<file path="src/rtl/ttl_cen_sequencer.sv">
`default_nettype none
// ============================================================================
//  Module      : ttl_cen_sequencer
//  Description : Multi-channel clock-enable generator; each Cen falling edge
//                is the emulated clock edge for synchronous TTL models.
//  Revision    : 1.0
// ============================================================================
module ttl_cen_sequencer #(
    parameter int CHANNELS  = 2,
    parameter int DIVW      = 8,
    parameter int DIV_RESET = 1
) (
    input  logic                                               Clk,
    input  logic                                               RST,
    input  logic                                               Run,
    input  logic                                               Resync,
    input  logic                                               CfgValid,
    input  logic [((CHANNELS > 1) ? $clog2(CHANNELS) : 1)-1:0] CfgCh,
    input  logic [DIVW-1:0]                                    CfgDiv,
    output logic                                               CfgReady,
    output logic [CHANNELS-1:0]                                Cen,
    output logic [CHANNELS-1:0]                                Fall
);

    localparam int CHW = (CHANNELS > 1) ? $clog2(CHANNELS) : 1;

    localparam logic [1:0] S_IDLE = 2'd0;
    localparam logic [1:0] S_HIGH = 2'd1;
    localparam logic [1:0] S_LOW  = 2'd2;

    localparam logic [DIVW-1:0] c_div_reset = DIVW'(DIV_RESET);

    logic [CHANNELS-1:0][1:0]      r_state;
    logic [CHANNELS-1:0][DIVW-1:0] r_cnt;
    logic [CHANNELS-1:0][DIVW-1:0] r_div;
    logic [CHANNELS-1:0][DIVW-1:0] r_pdiv;
    logic [CHANNELS-1:0]           r_pend;
    logic [CHANNELS-1:0]           r_cen;
    logic [CHANNELS-1:0]           r_fall;
    logic                          r_ready;

    logic [CHANNELS-1:0][1:0]      w_state_n;
    logic [CHANNELS-1:0][DIVW-1:0] w_cnt_n;
    logic [CHANNELS-1:0][DIVW-1:0] w_div_n;
    logic [CHANNELS-1:0][DIVW-1:0] w_pdiv_n;
    logic [CHANNELS-1:0][DIVW-1:0] w_ndiv;
    logic [CHANNELS-1:0]           w_pend_n;
    logic [CHANNELS-1:0]           w_cen_n;
    logic [CHANNELS-1:0]           w_fall_n;
    logic [CHANNELS-1:0]           w_apply;
    logic [CHANNELS-1:0]           w_take;
    logic                          w_xfer;
    logic                          w_resync;

    always_comb begin
        w_xfer    = CfgValid & r_ready;
        w_resync  = Resync & Run;
        w_state_n = r_state;
        w_cnt_n   = r_cnt;
        w_div_n   = r_div;
        w_pdiv_n  = r_pdiv;
        w_pend_n  = r_pend;
        w_cen_n   = r_cen;
        w_fall_n  = '0;
        w_apply   = '0;
        w_take    = '0;
        w_ndiv    = r_div;
        for (int i = 0; i < CHANNELS; i++) begin
            // Divider that a reload at this edge would use
            w_ndiv[i] = r_pend[i] ? r_pdiv[i] : r_div[i];
            w_take[i] = w_xfer && (CfgCh == CHW'(i));
            if (w_resync) begin
                w_state_n[i] = S_HIGH;
                w_cnt_n[i]   = w_ndiv[i];
                w_cen_n[i]   = 1'b1;
                w_apply[i]   = 1'b1;
            end else begin
                case (r_state[i])
                    S_IDLE: begin
                        w_cen_n[i] = 1'b1;
                        w_apply[i] = 1'b1;
                        if (Run) begin
                            w_state_n[i] = S_HIGH;
                            w_cnt_n[i]   = w_ndiv[i];
                        end
                    end
                    S_HIGH: begin
                        if (!Run) begin
                            w_state_n[i] = S_IDLE;
                        end else if (r_cnt[i] != '0) begin
                            w_cnt_n[i] = r_cnt[i] - DIVW'(1);
                        end else begin
                            w_state_n[i] = S_LOW;
                            w_cnt_n[i]   = w_ndiv[i];
                            w_cen_n[i]   = 1'b0;
                            w_fall_n[i]  = 1'b1;
                            w_apply[i]   = 1'b1;
                        end
                    end
                    S_LOW: begin
                        // A low phase always runs to completion, even if Run drops
                        if (r_cnt[i] != '0) begin
                            w_cnt_n[i] = r_cnt[i] - DIVW'(1);
                        end else if (!Run) begin
                            w_state_n[i] = S_IDLE;
                            w_cen_n[i]   = 1'b1;
                        end else begin
                            w_state_n[i] = S_HIGH;
                            w_cnt_n[i]   = w_ndiv[i];
                            w_cen_n[i]   = 1'b1;
                            w_apply[i]   = 1'b1;
                        end
                    end
                    default: begin
                        w_state_n[i] = S_IDLE;
                        w_cen_n[i]   = 1'b1;
                    end
                endcase
            end
            if (w_apply[i]) begin
                w_div_n[i]  = w_ndiv[i];
                w_pend_n[i] = 1'b0;
            end
            if (w_take[i]) begin
                w_pdiv_n[i] = CfgDiv;
                w_pend_n[i] = 1'b1;
            end
        end
    end

    // Only one transfer can be outstanding, so ready simply means nothing pending
    always_ff @(posedge Clk or posedge RST) begin
        if (RST) begin
            r_state <= {CHANNELS{S_IDLE}};
            r_cnt   <= '0;
            r_div   <= {CHANNELS{c_div_reset}};
            r_pdiv  <= {CHANNELS{c_div_reset}};
            r_pend  <= '0;
            r_cen   <= '1;
            r_fall  <= '0;
            r_ready <= 1'b1;
        end else begin
            r_state <= w_state_n;
            r_cnt   <= w_cnt_n;
            r_div   <= w_div_n;
            r_pdiv  <= w_pdiv_n;
            r_pend  <= w_pend_n;
            r_cen   <= w_cen_n;
            r_fall  <= w_fall_n;
            r_ready <= ~|w_pend_n;
        end
    end

    assign Cen      = r_cen;
    assign Fall     = r_fall;
    assign CfgReady = r_ready;

endmodule
`default_nettype wire

</file>
<file path="config.mk">
export PLATFORM = sky130hd
export DESIGN_NAME = ttl_cen_sequencer
export DESIGN_NICKNAME = d
export VERILOG_FILES = /design/src/rtl/ttl_cen_sequencer.sv
export SDC_FILE = /design/constraint.sdc
export NUM_CORES = 1
export LEC_CHECK = 0
export ABC_AREA = 1
export CAP_MARGIN = 20
export CORE_MARGIN = 4
export CORE_UTILIZATION = 55
export CTS_CLUSTER_SIZE = 12
export DETAILED_ROUTE_END_ITERATION = 8
export PLACE_DENSITY = 0.74
export RECOVER_POWER = 100
export REMOVE_ABC_BUFFERS = 1
export SYNTH_ARGS = -nofsm -noshare
export SYNTH_HDL_FRONTEND = slang
export SYNTH_SLANG_ARGS = --single-unit
export TNS_END_PERCENT = 100
</file>
<file path="constraint.sdc">
create_clock -name Clk -period 2.17 [get_ports Clk]
set_input_delay 0.434 -clock Clk [delete_from_list [all_inputs] [get_ports Clk]]
set_output_delay 0.434 -clock Clk [all_outputs]
set_load 0.02 [all_outputs]
</file>
==> results of run 1 <==
==> stage by stage <==
step / utilization / hold WS (ps) / power (mW) / instance area [um2] / worst slack (ps)
finish: 0.6262 / 480.2 / 6.826 / 4591 / 175.7
detailed placement: 0.6071 / 469.3 / 5.872 / 4451 / 105.9
global placement: 0.6071 / 465.5 / 5.777 / 4451 / 135.9
floorplan: - / 448.8 / 4.939 / 4031 / 291.2
CTS: 0.6348 / 378.2 / 6.936 / 4653 / 232.2
global route: 0.6262 / 511.0 / 7.516 / 4591 / 110.1
==> how the worst max path moves through the flow <==
| stage | startpoint | endpoint | slack [ps] | cells past startpoint |
|---|---|---|---|---|
| after global placement | Run | r_div[6]$_DFFE_PP0P_ | 140 | 8 |
| after CTS | CfgReady$_DFF_PP1_ | CfgReady | 230 | 1 |
| after global routing | r_state[2]$_DFFE_PP0P_ | r_div[8]$_DFFE_PP1P_ | 110 | 7 |
| after floorplan | RST | Fall[0]$_DFF_PP0_ | 290 | 1 |
| after detailed placement | Run | r_div[15]$_DFFE_PP0P_ | 110 | 8 |
| final | CfgReady$_DFF_PP1_ | CfgReady | 180 | 1 |
==> per-layer routing <==
layer  GRT usage  routed length (um)  up-vias
li1            -                   -     1922
met1      0.3318                4507     1767
met2      0.3603                4395      137
met3     0.03788                 594       10
met4     0.09953                 112        0
met5           0                   0        -
==> layout make-up <==
cell class | count | area [um2] | share of cell area
clock buffer | 10 | 137.6 | 0.02998
clock inverter | 6 | 65.06 | 0.01417
inverter | 77 | 294.0 | 0.06405
multi-input combinational | 439 | 2213 | 0.4821
sequential | 59 | 1485 | 0.3235
tap | 99 | 123.9 | 0.02698
timing repair buffer | 30 | 271.5 | 0.05914
==> state kept, by name, summed over array words and instances, names as in the netlist <==
register,count
Fall,2
r_state,4
r_div,16
r_cnt,16
r_pdiv,16
r_pend,2
Cen,2
CfgReady,1
==> cells in the mapped netlist <==
| cell | instances | area (um2) |
|---|---|---|
| buf_12 | 2 | 40.04 |
| nand2_2 | 11 | 68.82 |
| or2_2 | 2 | 12.51 |
| dfrtp_1 | 52 | 1301 |
| o21ai_2 | 17 | 148.9 |
| o21ai_1 | 15 | 75.07 |
| inv_2 | 8 | 30.03 |
| buf_4 | 6 | 45.04 |
| nor3_2 | 1 | 10.01 |
| a21oi_2 | 5 | 43.79 |
| nand2_4 | 7 | 78.83 |
| o211ai_1 | 1 | 7.510 |
| nor2_1 | 40 | 150.1 |
| ha_1 | 12 | 150.1 |
| clkbuf_1 | 2 | 7.510 |
| nor2_2 | 5 | 31.28 |
| a22oi_2 | 1 | 12.51 |
| nand3_2 | 1 | 10.01 |
| o21ai_0 | 38 | 190.2 |
| and2_1 | 1 | 6.260 |
| nand2_1 | 204 | 765.7 |
| nor2_4 | 3 | 33.78 |
| a31oi_1 | 4 | 25.02 |
| a31oi_4 | 1 | 21.27 |
| o211ai_4 | 2 | 42.54 |
| a21oi_1 | 15 | 75.07 |
| nand4_1 | 5 | 31.28 |
| nand3b_1 | 1 | 7.510 |
| xnor2_1 | 1 | 8.760 |
| inv_4 | 2 | 12.51 |
| buf_2 | 9 | 45.04 |
| buf_6 | 3 | 33.78 |
| dfstp_2 | 7 | 183.9 |
| xor2_1 | 4 | 35.03 |
| inv_1 | 67 | 251.5 |
| nand3_1 | 42 | 210.2 |
==> power by group through the flow <==
stage / Clock [mW] / Sequential (mW) / Combinational [mW]
after floorplan: 0 / 1.92 / 3.01
after global placement: 0 / 2.01 / 3.77
after detailed placement: 0 / 2.02 / 3.85
after CTS: 1.06 / 2.00 / 3.88
after global routing: 1.11 / 2.07 / 4.34
final: 1.03 / 2.00 / 3.79
==> cells in the final DEF (no fill, tap or decap), types with 3 or more instances in the layout <==
| cell | instances |
|---|---|
| a21oi_1 | 15 |
| a21oi_2 | 5 |
| a31oi_1 | 4 |
| buf_4 | 7 |
| clkbuf_1 | 3 |
| clkbuf_8 | 10 |
| clkdlybuf4s50_1 | 11 |
| clkinvlp_4 | 4 |
| dfrtp_1 | 52 |
| dfstp_2 | 7 |
| dlygate4sd3_1 | 7 |
| ha_1 | 12 |
| inv_1 | 68 |
| inv_2 | 7 |
| nand2_1 | 205 |
| nand2_2 | 11 |
| nand2_4 | 6 |
| nand3_1 | 42 |
| nand4_1 | 5 |
| nor2_1 | 41 |
| nor2_2 | 5 |
| o21ai_0 | 47 |
| o21ai_1 | 11 |
| o21ai_2 | 12 |
| xor2_1 | 4 |
==> cells by family after synthesis <==
| family | Yosys count | share of synthesized area |
|---|---|---|
| XOR/XNOR | 5 | 0.01042 |
| AND/OR/NAND/NOR | 323 | 0.3370 |
| adder cells (fa/ha/maj) | 12 | 0.03572 |
| flip-flops | 59 | 0.3534 |
| AO/OA/AOI/OAI | 99 | 0.1527 |
| buffers and inverters | 99 | 0.1107 |
==> results.json, run 1 <==
{
  "syn_inst": 597,
  "firstDrtPassIters": 5,
  "hold_viol_final": 0,
  "holdPathStages": 2,
  "area_growth_pct": 9.229,
  "nNetsFinal": 642,
  "min_to": "r_cnt[9]$_DFFE_PP0P_",
  "period_minus_slack_ps": 1994,
  "p_seq_frac": 0.293,
  "ys_types": 36,
  "drc": 0,
  "synth_seq_cells": 59,
  "ctsHoldBuffers": 0,
  "postCtsSetupBuffers": 0,
  "routed_via_density": 5.328,
  "clock_latency_ps": 350,
  "worst_pin_slew_ps": 682.3,
  "synth.avg_cell_area_um2": 7.040,
  "vias": 3836,
  "layout-drive-gt1-share": 0.1433,
  "min_from": "r_cnt[9]$_DFFE_PP0P_",
  "die_y_um": 95.42,
  "tns_ps": 0,
  "routed_wirelength_mm": 9.609,
  "ys_seq_area_frac": 0.3534,
  "cts.clk_slew.worst_paths_ps": 70,
  "worst-path-buf-inv": 1,
  "ctsHtreeMaxLevel": 3,
  "reg2regPathDepth": 8,
  "cts_root_buffer": "clkbuf_8",
  "cp.required_ps": 1740,
  "grt_max_degree": 46,
  "power_frac_comb": 0.555,
  "start_util": 0.5733,
  "synth.cell_area_um2": 4203,
  "cts_tree": "built",
  "grt_remaining_overflow": 0,
  "p_per_area_nw_per_um2": 1487,
  "p_leak_nw": 2.341,
  "fillers": 654,
  "ir_drop_mv": 0.6433,
  "final.setup_skew_ps": 6.342,
  "die_w_um": 95.42,
  "clk_path_buf_depth": 2,
  "antennaDiodeCount": 0,
  "max-cap-violations": 0,
  "p_sw_frac": 0.4928,
  "r2r_setup_slack_ps": 250,
  "grt.total_usage": 0.2358,
  "hold_class": "reg -> reg",
  "rsz0062_at_grt": "false",
  "cp-start-kind": "flip-flop",
  "slew_viol_final": 0,
  "crit_slowest_cell": "dlygate4sd3_1",
  "max_stage_delay_ps": 670,
  "grt_first_pass_wirelength_mm": 16.77,
  "dp_hpwl_mm": 6.921,
  "dp_cells": 704,
  "grt_pass1_vias": 3670,
  "cp_max_fo": 3,
  "end_kind": "primary output",
  "setup-violations-final": 0,
  "path_delay_family": "buffers and inverters",
  "pin_count": 19,
  "rows": 31,
  "cts_buffers": 9,
  "slew_headroom": 0.5452,
  "internal_power_mw": 3.462,
  "postCtsResizedCells": 0,
  "gp_congestion": 0.9458,
  "p_clk_frac": 0.152,
  "wl_per_cell_um": 13.35,
  "yosys_warnings": 0,
  "post-route-period-util": 0.9190,
  "die-area_um2": 9104,
  "r2r_end": "r_div[15]$_DFFE_PP0P_",
  "crit_path_cell_trace": "dlygate4sd3_1",
  "netSwitchingPower_mw": 3.364,
  "cts.sinks": 59,
  "io_buffer_count": 18,
  "status": "completed",
  "fmax_ghz": 0.5014,
  "cp_data_arrival_time_ps": 1560,
  "worstSetupPathType": "reg -> out",
  "r2r_start": "r_state[2]$_DFFE_PP0P_",
  "fin_cells": 720,
  "drt-initial-drc-count": 260,
  "ant_nets": 0,
  "core_area_um2": 7331,
  "antenna_found_initial": 0
}
Power figures use the tool's default switching activity.
==> run 2, diff against run 1 <==
Settings changed: CAP_MARGIN 20 to not set, DONT_BUFFER_PORTS set to 1, PLACE_DENSITY 0.74 to 0.7.
==> run 2 against run 1 <==
Against the previous run: combinational power shrank 3%; die area unchanged; sequential share of layout area is 2.1 points higher; largest cell class unchanged; critical path depth is 7 higher; maximum frequency grew 5.5%; final area down 6.0%; clock power shrank 15%; highest routed layer unchanged; via count shrank 3.1%; sequential cell count unchanged; critical path type is now reg -> reg; worst setup slack better by 100 ps; largest power group unchanged.
==> results.json, run 2 (synthesis gave the netlist of run 1 again) <==
{
  "hold_slack_ps": 164.5,
  "routed_wirelength_mm": 9.666,
  "io_buffer_count": 0,
  "cts.clk_slew.worst_paths_ps": 80,
  "slew_viol_final": 0,
  "final.setup_skew_ps": 13.34,
  "area_growth_pct": 2.709,
  "min_to": "Fall[1]$_DFF_PP0_",
  "holdPathStages": 1,
  "post-route-period-util": 0.8710,
  "cp-start-kind": "flip-flop",
  "ant_nets": 0,
  "fillers": 708,
  "p_sw_frac": 0.5067,
  "grt_first_pass_wirelength_mm": 16.39,
  "cts_root_buffer": "clkbuf_8",
  "internal_power_mw": 3.251,
  "die_y_um": 95.42,
  "power_frac_comb": 0.561,
  "rows": 31,
  "antennaDiodeCount": 0,
  "cts_tree": "built",
  "hold_class": "in -> reg",
  "post-place-ws_ps": 353.8,
  "routed-wl-met2_mm": 4.181,
  "final_common_cell": "nand2_1",
  "ctsHtreeMaxLevel": 3,
  "die_w_um": 95.42,
  "layout-drive-gt1-share": 0.1304,
  "fmax_ghz": 0.5291,
  "p_clk_frac": 0.133,
  "period_minus_slack_ps": 1890,
  "cp_data_arrival_time_ps": 2110,
  "wl_met3_um": 652,
  "grt_pass1_vias": 3371,
  "crit_top_cell": "inv_1",
  "status": "completed",
  "nNetsFinal": 619,
  "worstSetupPathType": "reg -> reg",
  "mostFrequentLayoutCells": "207 x nand2_1, 67 x inv_1, 52 x dfrtp_1",
  "r2r_start": "r_state[2]$_DFFE_PP0P_",
  "routed_via_density": 5.331,
  "reg2regPathDepth": 8,
  "ir_drop_mv": 0.8264,
  "firstDrtPassIters": 5,
  "largestRegisters": "r_cnt (16), r_div (16), r_pdiv (16)",
  "netSwitchingPower_mw": 3.339,
  "clock_latency_ps": 340,
  "p_per_area_nw_per_um2": 1527,
  "p_seq_frac": 0.307,
  "drc": 0,
  "die-area_um2": 9104,
  "start_util": 0.5733,
  "max_stage_delay_ps": 400,
  "wl_per_cell_um": 13.87,
  "p_total_mw": 6.590,
  "highest_layer": "met4",
  "p_leak_nw": 2.230,
  "hold_viol_final": 0,
  "min_from": "Resync",
  "core_area_um2": 7331,
  "grt_max_degree": 50,
  "slew_headroom": 0.5492,
  "pin_count": 19,
  "crit_path_cell_trace": "inv_1 -> ha_1 -> inv_1 -> o21ai_1 -> o211ai_4 -> nand2_2 -> nor2_1 -> a21oi_2",
  "fin_cells": 697,
  "setup-violations-final": 0,
  "vias": 3716,
  "drt-initial-drc-count": 324,
  "max-cap-violations": 0,
  "tns_ps": 0,
  "antenna_found_initial": 0,
  "cp_max_fo": 15,
  "gp_congestion": 0.8914,
  "r2r_setup_slack_ps": 280,
  "crit_slowest_cell": "dfrtp_1",
  "r2r_end": "r_div[15]$_DFFE_PP0P_",
  "cts_buffers": 9,
  "grt_remaining_overflow": 0,
  "cts.sinks": 59,
  "clk_path_buf_depth": 2,
  "rsz0062_at_grt": "false",
  "worst_pin_slew_ps": 676.3,
  "dp_hpwl_mm": 7.016,
  "postCtsSetupBuffers": 0,
  "end_kind": "flip-flop",
  "met1Wirelength_mm": 4.758,
  "grt.total_usage": 0.2326,
  "cp.required_ps": 2390,
  "dp_cells": 680,
  "layout_setup_ws_ps": 280.0
}
## run 2: cell count changes in the layout (fill, tap and decap cells not counted), moves of 3 or more
cell	previous run	this run
clkdlybuf4s50_1	11	0
dfstp_2	7	4
dlygate4sd3_1	7	1
dfstp_1	0	3
## run 2: per-stage QoR
| stage | util | cell area [um2] |
|---|---|---|
| detailed placement | 0.5747 | 4213 |
| global route | 0.5888 | 4317 |
| finish | 0.5888 | 4317 |
| CTS | 0.5981 | 4384 |
| floorplan | - | 4031 |
| global placement | 0.5747 | 4213 |
## run 2: routing by layer
metal	global-route usage	up-vias
met5	0	-
met4	0.05450	0
met3	0.04183	6
met2	0.3499	123
met1	0.3478	1704
li1	-	1883
## run 2: how the worst max path moves through the flow
stage | startpoint | end | depth (start not counted)
floorplan | RST | Fall[0]$_DFF_PP0_ | 1
global placement | r_state[2]$_DFFE_PP0P_ | r_cnt[10]$_DFFE_PP0P_ | 9
detailed placement | r_state[3]$_DFFE_PP0P_ | r_cnt[10]$_DFFE_PP0P_ | 9
CTS | r_state[3]$_DFFE_PP0P_ | r_cnt[10]$_DFFE_PP0P_ | 9
global route | r_state[2]$_DFFE_PP0P_ | r_div[9]$_DFFE_PP0P_ | 7
finish | r_state[2]$_DFFE_PP0P_ | r_div[15]$_DFFE_PP0P_ | 8
## run 2: power groups by stage
stage | clock network, mW | registers, mW | logic [mW]
2_1_floorplan | 0 | 1.92 | 3.01
3_3_place_gp | 0 | 2.03 | 3.71
3_5_place_dp | 0 | 2.04 | 3.76
4_1_cts | 0.897 | 2.02 | 3.78
5_1_grt | 0.947 | 2.10 | 4.22
6_report | 0.874 | 2.02 | 3.69
## run 2: cell type report
cell class                      count  area [um2]  share of cell area
Tap cell                           99       123.9             0.02870
Inverter                           77       294.0             0.06812
Clock buffer                       11       131.4             0.03043
Multi-Input combinational cell    439        2197              0.5090
Timing Repair Buffer                7       55.05             0.01275
Sequential cell                    59        1485              0.3441
Clock inverter                      5       30.03            0.006957
## run 2: what timing repair did
item	CTS	global route
endpoints found under the setup margin	0	0
hold buffers	1	0
endpoints found under the hold margin	9	0
gates resized for setup	0	0
## run 2: worst max-delay path: cells and delay by family, from the launching register on
| kind | cells | cell delay (ps) |
|---|---|---|
| AO/OA/AOI/OAI | 3 | 440 |
| AND/OR/NAND/NOR | 2 | 430 |
| flip-flops | 1 | 400 |
| adder cells (fa/ha/maj) | 1 | 260 |
| buffers and inverters | 2 | 250 |
